==> config.mk <==
export PLATFORM = sky130hd
export DESIGN_NAME = vga_sync_flat
export DESIGN_NICKNAME = d
export VERILOG_FILES = /design/src/rtl/vga_timing_pkg.sv /design/src/rtl/vga_sync_if.sv /design/src/rtl/vga_tick_gen.sv /design/src/rtl/vga_sync.sv /design/src/flat_wrapper.sv
export SDC_FILE = /design/constraint.sdc
export NUM_CORES = 1
export LEC_CHECK = 0
export ABC_AREA = 1
export CAP_MARGIN = 30
export CELL_PAD_IN_SITES_DETAIL_PLACEMENT = 1
export CELL_PAD_IN_SITES_GLOBAL_PLACEMENT = 1
export CORE_AREA = 2 2 76 56
export DETAILED_ROUTE_END_ITERATION = 16
export DIE_AREA = 0 0 78 58
export GPL_TIMING_DRIVEN = 1
export PLACE_DENSITY = 0.79
export SLEW_MARGIN = 20
export SYNTH_ARGS = -nofsm -noshare
export SYNTH_HDL_FRONTEND = slang
export SYNTH_SLANG_ARGS = --single-unit
==> constraint.sdc <==
create_clock -name clk -period 4.1 [get_ports clk]
set_input_delay 0.41 -clock clk [delete_from_list [all_inputs] [get_ports clk]]
set_output_delay 0.41 -clock clk [all_outputs]
set_load 0.02 [all_outputs]
==> src/rtl/vga_timing_pkg.sv <==
// 640x480 @ 60 Hz VGA timing constants and the coordinate type shared with
// the pixel generator.
package vga_timing_pkg;

  localparam int COORD_W = 10;
  typedef logic [COORD_W-1:0] coord_t;

  localparam int H_DISPLAY = 640;
  localparam int H_FRONT   = 16;
  localparam int H_SYNC    = 96;
  localparam int H_BACK    = 48;
  localparam int V_DISPLAY = 480;
  localparam int V_FRONT   = 10;
  localparam int V_SYNC    = 2;
  localparam int V_BACK    = 33;

  localparam int H_TOTAL  = H_DISPLAY + H_FRONT + H_SYNC + H_BACK;
  localparam int V_TOTAL  = V_DISPLAY + V_FRONT + V_SYNC + V_BACK;
  localparam int HS_START = H_DISPLAY + H_FRONT;
  localparam int HS_END   = HS_START + H_SYNC - 1;
  localparam int VS_START = V_DISPLAY + V_FRONT;
  localparam int VS_END   = VS_START + V_SYNC - 1;

  // Inclusive window test on a coordinate.
  function automatic logic in_range(coord_t val, int lo, int hi);
    return (int'(val) >= lo) && (int'(val) <= hi);
  endfunction

endpackage

==> src/rtl/vga_sync_if.sv <==
// VGA timing bundle from vga_sync to the pixel generator and connector.
// frame_start exists only when VGA_FRAME_START_EN is defined.
interface vga_sync_if;
  import vga_timing_pkg::*;

  // Free-running stream: no valid/ready, every signal is meaningful on every
  // clock and p_tick marks the clocks on which the position advances.
  logic   p_tick;
  coord_t x;
  coord_t y;
  logic   video_on;
  logic   hsync;
  logic   vsync;
`ifdef VGA_FRAME_START_EN
  logic   frame_start;
`endif

  modport master (
    output p_tick, x, y, video_on, hsync, vsync
`ifdef VGA_FRAME_START_EN
    , output frame_start
`endif
  );

  modport slave (
    input p_tick, x, y, video_on, hsync, vsync
`ifdef VGA_FRAME_START_EN
    , input frame_start
`endif
  );

endinterface

==> src/rtl/vga_tick_gen.sv <==
// Clock divider: tick is high for one clock out of every DIV clocks.
// Also used for game-timer ticks.
module vga_tick_gen #(
  parameter int DIV = 4
) (
  input  logic clk,
  input  logic reset,
  output logic tick
);

  localparam int W = (DIV > 1) ? $clog2(DIV) : 1;

  logic [W-1:0] div_q;
  logic [W-1:0] div_d;

  always_comb begin
    div_d = div_q;
    if (div_q == W'(DIV - 1)) div_d = '0;
    else                      div_d = div_q + W'(1);
  end

  always_ff @(posedge clk) begin
    if (reset) div_q <= '0;
    else       div_q <= div_d;
  end

  // Decoded from the register, so with DIV=1 the tick is constantly high.
  assign tick = (div_q == W'(DIV - 1));

endmodule

==> src/rtl/vga_sync.sv <==
// VGA horizontal/vertical counters and sync decode.
// Define VGA_FRAME_START_EN to add the frame_start pulse output.
module vga_sync #(
  parameter int CLK_DIV   = 4,
  parameter int H_DISPLAY = vga_timing_pkg::H_DISPLAY,
  parameter int H_FRONT   = vga_timing_pkg::H_FRONT,
  parameter int H_SYNC    = vga_timing_pkg::H_SYNC,
  parameter int H_BACK    = vga_timing_pkg::H_BACK,
  parameter int V_DISPLAY = vga_timing_pkg::V_DISPLAY,
  parameter int V_FRONT   = vga_timing_pkg::V_FRONT,
  parameter int V_SYNC    = vga_timing_pkg::V_SYNC,
  parameter int V_BACK    = vga_timing_pkg::V_BACK
) (
  input  logic       clk,
  input  logic       reset,
  vga_sync_if.master vga
);
  import vga_timing_pkg::*;

  localparam int H_LAST      = H_DISPLAY + H_FRONT + H_SYNC + H_BACK - 1;
  localparam int V_LAST      = V_DISPLAY + V_FRONT + V_SYNC + V_BACK - 1;
  localparam int HSYNC_FIRST = H_DISPLAY + H_FRONT;
  localparam int HSYNC_LAST  = HSYNC_FIRST + H_SYNC - 1;
  localparam int VSYNC_FIRST = V_DISPLAY + V_FRONT;
  localparam int VSYNC_LAST  = VSYNC_FIRST + V_SYNC - 1;

  logic   p_tick;
  logic   h_wrap;
  logic   v_wrap;
  coord_t h_q, h_d;
  coord_t v_q, v_d;
  logic   hsync_q, hsync_d;
  logic   vsync_q, vsync_d;
  logic   video_on_q, video_on_d;

  vga_tick_gen #(
    .DIV (CLK_DIV)
  ) u_tick_gen (
    .clk   (clk),
    .reset (reset),
    .tick  (p_tick)
  );

  // Sync and blanking are decoded from the next-state counters so that the
  // registered versions line up with x/y in the same clock.
  always_comb begin
    h_d    = h_q;
    v_d    = v_q;
    h_wrap = p_tick && (h_q == coord_t'(H_LAST));
    v_wrap = h_wrap && (v_q == coord_t'(V_LAST));
    if (p_tick) h_d = h_wrap ? '0 : h_q + coord_t'(1);
    if (h_wrap) v_d = v_wrap ? '0 : v_q + coord_t'(1);
    hsync_d    = !in_range(h_d, HSYNC_FIRST, HSYNC_LAST);
    vsync_d    = !in_range(v_d, VSYNC_FIRST, VSYNC_LAST);
    video_on_d = (h_d < coord_t'(H_DISPLAY)) && (v_d < coord_t'(V_DISPLAY));
  end

  always_ff @(posedge clk) begin
    if (reset) begin
      h_q        <= '0;
      v_q        <= '0;
      hsync_q    <= 1'b1;
      vsync_q    <= 1'b1;
      video_on_q <= 1'b0;
    end else begin
      h_q        <= h_d;
      v_q        <= v_d;
      hsync_q    <= hsync_d;
      vsync_q    <= vsync_d;
      video_on_q <= video_on_d;
    end
  end

  assign vga.p_tick   = p_tick;
  assign vga.x        = h_q;
  assign vga.y        = v_q;
  assign vga.hsync    = hsync_q;
  assign vga.vsync    = vsync_q;
  assign vga.video_on = video_on_q;

`ifdef VGA_FRAME_START_EN
  logic frame_start_q;
  logic frame_start_d;

  // High for the first clock of (0,0) after a frame wrap, never out of reset.
  always_comb frame_start_d = v_wrap;

  always_ff @(posedge clk) begin
    if (reset) frame_start_q <= 1'b0;
    else       frame_start_q <= frame_start_d;
  end

  assign vga.frame_start = frame_start_q;
`endif

endmodule

==> src/flat_wrapper.sv <==
// flat-port wrapper written by rule: the top's interface ports become plain ports
module vga_sync_flat import vga_timing_pkg::*;
#(
  parameter int CLK_DIV   = 4,
  parameter int H_DISPLAY = vga_timing_pkg::H_DISPLAY,
  parameter int H_FRONT   = vga_timing_pkg::H_FRONT,
  parameter int H_SYNC    = vga_timing_pkg::H_SYNC,
  parameter int H_BACK    = vga_timing_pkg::H_BACK,
  parameter int V_DISPLAY = vga_timing_pkg::V_DISPLAY,
  parameter int V_FRONT   = vga_timing_pkg::V_FRONT,
  parameter int V_SYNC    = vga_timing_pkg::V_SYNC,
  parameter int V_BACK    = vga_timing_pkg::V_BACK
)
  (clk, reset, vga_p_tick, vga_x, vga_y, vga_video_on, vga_hsync, vga_vsync);
  vga_sync_if vga_i ();
  input  logic clk;
  input  logic reset;
  output wire logic [$bits(vga_i.p_tick)-1:0] vga_p_tick;
  output wire logic [$bits(vga_i.x)-1:0] vga_x;
  output wire logic [$bits(vga_i.y)-1:0] vga_y;
  output wire logic [$bits(vga_i.video_on)-1:0] vga_video_on;
  output wire logic [$bits(vga_i.hsync)-1:0] vga_hsync;
  output wire logic [$bits(vga_i.vsync)-1:0] vga_vsync;
  assign vga_p_tick = vga_i.p_tick;
  assign vga_x = vga_i.x;
  assign vga_y = vga_i.y;
  assign vga_video_on = vga_i.video_on;
  assign vga_hsync = vga_i.hsync;
  assign vga_vsync = vga_i.vsync;
  vga_sync #(.CLK_DIV(CLK_DIV), .H_DISPLAY(H_DISPLAY), .H_FRONT(H_FRONT), .H_SYNC(H_SYNC), .H_BACK(H_BACK), .V_DISPLAY(V_DISPLAY), .V_FRONT(V_FRONT), .V_SYNC(V_SYNC), .V_BACK(V_BACK)) u_core (.clk(clk), .reset(reset), .vga(vga_i));
endmodule
==> run metrics, run 1 <==
root buffer cell=clkbuf_8; family with the most delay on the worst path=buffers and inverters; Synth area leaders=dfxtp_1 35%, nand2_1 17%, nor2_1 9.7%; fin worst setup slack=~2.0 ns; syn_nets=227; post-route cell area=roughly 0.0018 sq mm; share of cells above drive strength 1=0.0691; number of cell rows=19; initial detailed-routing violation count=67; routed length per instance=approximately 13 um; commonest cells in the netlist=64 x nand2_1, 37 x nor2_1, 32 x inv_1, 25 x dfxtp_1, 19 x nand3_1; register area share after synthesis=0.349; post-synthesis async set-or-reset flop share=0; crit-path max cell delay=0.68 ns; Mapped Cells=221; hold crit path type=reg2reg; Placer Congestion=0.797; via count=between 1000 and 1500; Die ar.=0.00452 sq mm; Cell Area, Synth=about 0.0014 sq mm; Seq. cell area=500 sq um; total gr overflow=0; n_diodes=0; Synth Register Bits=25; Hold Startpoint=u_core.u_tick_gen.div_q[0]; die width=78 um; filler instances=around 520; vias in the first global route=approximately 1300; most frequent cell after synthesis=nand2_1; Crit Path Class=reg2out; Clock Skews=between 0.003 and 0.004 ns; largest net degree at the start of global routing=23; placed insts=between 200 and 300; Worst Setup End Kind=primary output; drt total wl=3.77 mm; Remaining DRCs=0; Synth area leader=dfxtp_1; die height=58 um; fmax=482 MHz; latest clock arrival within the worst-skew pair=0.27 ns; io pins=26; PwrDens=234 mW/mm^2; Syn Area/Cell=6.49 sq um; Hold Vio Cnt, Final=0; worst-path cell chain=ha_1 -> clkdlybuf4s50_1; # Max-Cap Violations=0; Initial Utilization=0.377; IR Drop Worst-Case VDD=0.154 mV; Top FF cell, synth=dfxtp_1; fin crit period=2.08 ns; Nets=roughly 250; CTS tree=built; Tcrit/Tclk final=0.506; CP max-delay cell=clkdlybuf4s50_1; Rel. slew slack=0.450; actual slew at the worst max-slew pin=slightly above 0.8 ns; Total GRT Usage=0.183; HPWL Detailed=~3.0 mm; critical path arrival=1.67 ns; Synth top area share=0.349; Post-CTS Setup Inserts=0; Antenna Nets Post-Route=0; Max Buffers Root-to-Sink=2; vias per cell=roughly 4.7; number of iterations in the first detailed-routing pass=4; Final Power=0.414 mW; multi-input logic area=787 sq um; Core Box Area=0.00380 sq mm; number of flops mapped to enable cells by yosys=0; Area Overhead vs Synth=23.3%; utilization after layout=0.465; setup TNS=0 ns; CP startpoint=u_core.u_tick_gen.div_q[0]; CTS Hold Bufs=0; CP required=3.69 ns; Hold Slack=0.432 ns; final-report setup violation count=0; max-slew violation count=0; Synthesis Warnings=0; Netlist cell types=30; IO buf count=25; post-CTS sizing=0; CP Max Fanout=9; status=finished clean; clock sink count=25; first-pass GRT wire length=6.39 mm; pre-CTS WS=1.91 ns; worst r2r src=u_core.u_tick_gen.div_q[0]; unrepaired setup endpoints after global routing=no; Worst Setup Start Kind=flip-flop; DP Area=0.00172 sq mm; Post-Layout Cell Count=298; clock slew at reported path FFs=0.08 ns; number of antenna violations at the first check in global routing=0; CTS Buf Count=3; CP Buf/Inv Count=1; leakage power=0.748 nW; # H-tree levels=1
[where the power goes]
group	switching, mW	internal [mW]
registers	0.00205	0.246
clock network	0.0755	0.0696
logic	0.0122	0.00870
total	0.0898	0.325
[path summary, 6_finish.rpt]
kind / to / slack (ns) / cells after the start
worst max register to register: u_core.vga.vsync / 2.06 / 10
worst min register to register: u_core.u_tick_gen.div_q[0] / 0.43 / 1
worst min-delay path: u_core.u_tick_gen.div_q[0] / 0.43 / 1
worst max-delay path: vga_p_tick / 2.02 / 2
[registers in the layout, summed over array words and instances, names as in the netlist]
name and count:
u_core.u_tick_gen.div_q 2, u_core.vga.video_on 1, u_core.vga.vsync 1, u_core.vga.y 10, u_core.vga.x 10, u_core.vga.hsync 1
[kinds of logic after synthesis]
group,Yosys count,synth area share
AOI/OAI and AO/OA,10,0.0436
and+or+nand+nor,144,0.458
buffers and inverters,36,0.102
xor gates and xnor gates,2,0.0122
DFF,25,0.349
adders and majority gates,4,0.0349
[placed cells by master (no fill, tap or decap)]
master           count
nor3_4               1
clkbuf_8             3
a31oi_1              1
nand2_1             64
o21ai_0              1
nor3b_1              1
nand2_2              2
xor2_1               2
nor3_1               4
a21oi_1              5
nor3_2               2
nand3b_1             1
or2_1                1
and2_1               1
nor2_1              37
ha_1                 4
nand3_1             19
or2_2                1
nand3_2              2
a211oi_1             1
clkdlybuf4s50_1     25
nor2_2               3
clkbuf_1             1
inv_1               32
dfxtp_1             25
o211ai_1             1
nor2_4               1
nand2_4              1
nand4_1              3
o21bai_2             1
[routing by layer]
layer,global-route usage,routed length [um],up-vias
met5,0,0,-
met4,0.0301,34,0
met3,0.0374,92,5
met2,0.256,1530,21
met1,0.291,2110,625
li1,-,-,736
[area by class of cell]
class,count,share of cell area
multi-input combinational,160,0.445
sequential,25,0.283
timing repair buffer,25,0.142
inverter,32,0.0679
tap,52,0.0368
clock buffer,4,0.0255
Power figures use the tool's default switching activity.
==> run 2, diff against run 1 <==
Settings changed: CORE_AREA 2 2 76 56 to 2 2 79 58, DIE_AREA 0 0 78 58 to 0 0 81 60, PLACE_DENSITY 0.79 to 0.74.
Clock period 4.1 ns to 2.1 ns, I/O delays scaled along.
==> run 2 against run 1 <==
  * Global-route usage shrank 0.97 points
  * Non-clock buffer count grew 3
  * Routed wire length grew 2.1%
  * Sequential share of layout area shrank 0.51 points
  * Clock-buffer cell count shrank 1
  * Critical path type unchanged
==> run metrics, run 2 (synthesis results as in run 1) <==
fmax=519 MHz; actual slew at the worst max-slew pin=slightly above 0.4 ns; n_diodes=0; Clk network pwr share=0.356; Core Box Area=between 0.004 and 0.005 sq mm; share of cells above drive strength 1=0.0843; Crit Path Class=reg2out; post-route cell area=~0.0018 sq mm; die height=60 um; CTS Buf Count=3; Post-CTS Setup Inserts=0; CP required=1.89 ns; setup TNS=0 ns; crit-path max cell delay=0.60 ns; clock sink count=25; Rel. slew slack=0.729; critical path arrival=1.72 ns; vias in the first global route=1352; most frequent cells in the layout=64 x nand2_1, 37 x nor2_1, 32 x inv_1; CTS Hold Bufs=0; Psw=0.190 mW; fin worst setup slack=0.174 ns; root buffer cell=clkbuf_8; CP Max Fanout=5; HPWL Detailed=about 3.1 mm; Antenna Nets Post-Route=0; Initial Utilization=0.345; routed length per instance=between 10 and 15 um; first-pass GRT wire length=6.44 mm; Tcrit/Tclk final=0.917; Worst Setup EP=vga_p_tick; CP max-delay cell=clkdlybuf4s50_1; Post-Layout Cell Count=304; clock slew at reported path FFs=0.09 ns; Area Overhead vs Synth=25.6%; Sw Share=0.231; unrepaired setup endpoints after global routing=no; number of cell rows=20; Nets=256; die width=between 80 and 90 um; fin crit period=1.93 ns; CTS tree=built; drt total wl=approximately 3.8 mm; largest net degree at the start of global routing=22; PwrDens=458 mW/mm^2; pre-CTS WS=0.141 ns; DP Area=0.00175 sq mm; Hold Vio Cnt, Final=0; utilization after layout=0.433; worst r2r src=u_core.u_tick_gen.div_q[0]; Max Buffers Root-to-Sink=2; final-report setup violation count=0; placed insts=300; IR Drop Worst-Case VDD=0.354 mV; via count=1436; # H-tree levels=1; Worst R2R Path Depth=9; Worst Setup End Kind=primary output; max-slew violation count=0; number of antenna violations at the first check in global routing=0; IO buf count=25; CP startpoint=u_core.u_tick_gen.div_q[0]; Die ar.=0.00486 sq mm; Remaining DRCs=0; Final Power=~0.82 mW; status=finished clean; hold crit path type=reg2reg; Worst Setup Start Kind=flip-flop; most common cell after layout, fill and taps aside=nand2_1; total gr overflow=0; Placer Congestion=around 0.8; initial detailed-routing violation count=51; Internal=0.634 mW; number of iterations in the first detailed-routing pass=4; # Max-Cap Violations=0; Total GRT Usage=0.173; latest clock arrival within the worst-skew pair=0.27 ns; worst reg-to-reg setup slack=approximately 0.23 ns; leakage power=around 0.77 nW; vias per cell=4.72; worst-path cell chain=ha_1 -> buf_4 -> clkdlybuf4s50_1; io pins=26; Clock Skews=0.00210 ns; worst reg2reg endpoint=u_core.vga.vsync; Comb power frac=0.056; Seq pwr share=0.589; Hold Slack=roughly 0.44 ns
-- run 2: worst min path at each step --
stage                          startpoint                    endpoint  slack [ns]  depth (start not counted)
2_1_floorplan                       reset            u_core.vga.hsync        0.37                          4
3_3_place_gp   u_core.u_tick_gen.div_q[0]  u_core.u_tick_gen.div_q[0]        0.42                          1
3_5_place_dp   u_core.u_tick_gen.div_q[0]  u_core.u_tick_gen.div_q[0]        0.43                          1
4_1_cts        u_core.u_tick_gen.div_q[0]  u_core.u_tick_gen.div_q[0]        0.44                          1
5_1_grt        u_core.u_tick_gen.div_q[0]  u_core.u_tick_gen.div_q[0]        0.47                          1
6_report       u_core.u_tick_gen.div_q[0]  u_core.u_tick_gen.div_q[0]        0.44                          1
-- run 2: power groups by stage --
stage	Clock (mW)	Combinational [mW]	Sequential (mW)
after CTS	0.310	0.0468	0.486
after global routing	0.326	0.0513	0.487
final	0.293	0.0460	0.485
after detailed placement	0	0.0468	0.497
after floorplan	0	0.0252	0.499
after global placement	0	0.0453	0.496
-- run 2: cell type report --
class | count | area, sq um
Clock buffer | 3 | 41.3
Clock inverter | 1 | 5.00
Fill cell | 574 | 2350
Inverter | 32 | 120
Multi-Input combinational cell | 160 | 792
Sequential cell | 25 | 500
Tap cell | 55 | 68.8
Timing Repair Buffer | 28 | 273
-- run 2: critical path: cells and delay by family (launching register included) --
family,cells,cell delay [ns]
adder cells (fa/ha/maj),1,0.30
buffers and inverters,2,0.79
flip-flops,1,0.35
-- run 2: timing repair --
| item | CTS | global route |
|---|---|---|
| gates resized for setup | 0 | 1 |
| endpoints found under the hold margin | 0 | 0 |
| setup endpoints to repair | 0 | 2 |
-- run 2: routing by layer --
layer	up-vias	track usage	part of all wire
met3	0	0.0363	0.028
li1	741	-	-
met2	19	0.251	0.41
met5	-	0	0
met1	676	0.270	0.57
met4	0	0.0145	0
==> run 3, diff against run 2 <==
Settings changed: CELL_PAD_IN_SITES_DETAIL_PLACEMENT 1 to unset, CELL_PAD_IN_SITES_GLOBAL_PLACEMENT 1 to unset, CORE_AREA 2 2 79 58 to 2 2 75 56, DIE_AREA 0 0 81 60 to 0 0 77 58, PLACE_DENSITY 0.74 to 0.59.
==> run 3 against run 2 <==
  * Clock skew grew 0.0062 ns
  * Clock power shrank 2%
  * Register-to-register slack gained 0.04 ns
  * Die area down 8.1%
  * Hold slack gained 0.00060 ns
  * Setup slack improved by 0.044 ns
  * Power is 0.71% lower
  * Sequential cell count unchanged
  * Combinational power shrank 2%
  * Cell count fell by 0.99%
  * Critical path type unchanged
  * Largest cell class unchanged
  * Largest power group unchanged
  * Highest routed layer is now met4
==> run metrics, run 3 (synthesis results as in run 1) <==
leakage power=0.764 nW; latest clock arrival within the worst-skew pair=between 0.2 and 0.3 ns; vias in the first global route=1230; fin crit period=1.88 ns; actual slew at the worst max-slew pin=0.369 ns; number of iterations in the first detailed-routing pass=4; Max Buffers Root-to-Sink=2; share of cells above drive strength 1=0.0803; CTS Buf Count=3; PwrDens=456 mW/mm^2; unrepaired setup endpoints after global routing=no; Rel. slew slack=0.753; number of antenna violations at the first check in global routing=0; most frequent cells in the layout=64 x nand2_1, 37 x nor2_1, 32 x inv_1; hold crit path type=reg2reg; root buffer cell=clkbuf_8; setup TNS=0 ns; clock sink count=25; Core Box Area=0.00376 sq mm; status=finished clean; die width=77 um; largest net degree at the start of global routing=22; fmax=531 MHz; Die ar.=roughly 0.0045 sq mm; worst reg-to-reg setup slack=0.27 ns; Remaining DRCs=0; HPWL Detailed=2.68 mm; # H-tree levels=1; IR Drop Worst-Case VDD=0.378 mV; most common cell after layout, fill and taps aside=nand2_1; utilization after layout=0.478; vias per cell=4.60; IO buf count=25; number of cell rows=19; Total GRT Usage=0.162; final-report setup violation count=0; Clock Skews=between 0.008 and 0.009 ns; Placer Congestion=0.867; Crit Path Class=reg2out; Area Overhead vs Synth=25.2%; critical path arrival=1.67 ns; first-pass GRT wire length=roughly 5.7 mm; initial detailed-routing violation count=70; io pins=26; CP Max Fanout=6; DP Area=0.00175 sq mm; max-slew violation count=0; Nets=between 200 and 300; Tcrit/Tclk final=0.896; Antenna Nets Post-Route=0; Worst R2R Path Depth=12; total gr overflow=0; Worst Setup Start Kind=flip-flop; Worst Setup End Kind=primary output; cell count of the worst hold path=1; CP required=between 1.5 and 2 ns; clock slew at reported path FFs=0.09 ns; die height=a little under 60 um; drt total wl=3.47 mm; Hold Vio Cnt, Final=0; post-route cell area=0.00180 sq mm; Initial Utilization=0.382; CTS Hold Bufs=0; CTS tree=built; n_diodes=0; routed length per instance=11.5 um; via count=1384; # Max-Cap Violations=0
-- run 3: cell count changes in the layout (fill, tap and decap cells not counted) --
| cell | before | now |
|---|---|---|
| clkinv_2 | 1 | 0 |
| clkbuf_1 | 0 | 1 |
-- run 3: power breakdown --
group	switching (mW)	internal, mW
sequential	0.00398	0.481
combinational	0.0255	0.0197
clock	0.153	0.136
-- run 3: timing repair --
item | 4_1_cts | 5_1_grt
endpoints found under the setup margin | 0 | 2
setup buffers | 0 | 0
gates resized for setup | 0 | 1
-- run 3: metal layers --
| metal | global-route usage | up-vias | share of wire |
|---|---|---|---|
| met5 | 0 | - | 0 |
| met4 | 0.0230 | 0 | 0.0046 |
| met3 | 0.0389 | 2 | 0.068 |
| met2 | 0.236 | 40 | 0.38 |
| met1 | 0.250 | 607 | 0.55 |
| li1 | - | 735 | - |
-- run 3: worst paths after layout --
| kind | endpoint | startpoint |
|---|---|---|
| hold / removal | u_core.u_tick_gen.div_q[0] | u_core.u_tick_gen.div_q[0] |
| setup reg to reg | u_core.vga.video_on | u_core.vga.x[0] |
| setup / recovery | vga_p_tick | u_core.u_tick_gen.div_q[0] |
| hold reg to reg | u_core.u_tick_gen.div_q[0] | u_core.u_tick_gen.div_q[0] |
-- run 3: cell type report --
cell class / instances / area [sq um]
Inverter: 32 / 120
Timing Repair Buffer: 28 / 273
Fill cell: 422 / 1960
Multi-Input combinational cell: 160 / 792
Clock buffer: 4 / 45.0
Sequential cell: 25 / 500
Tap cell: 52 / 65.1
-- run 3: worst max-delay path, stage by stage, from the launching register on --
cell and delay [ns]:
dfxtp_1 0.35, ha_1 0.27, buf_4 0.18, clkdlybuf4s50_1 0.60
-- run 3: per-stage QoR --
step	hold slack (ns)	power (mW)	setup slack, ns	cells
floorplan	0.370	0.524	0.355	221
global placement	0.423	0.541	0.238	297
detailed placement	0.417	0.542	0.191	297
CTS	0.438	0.833	0.178	301
global route	0.487	0.859	0.0683	301
finish	0.440	0.819	0.218	301
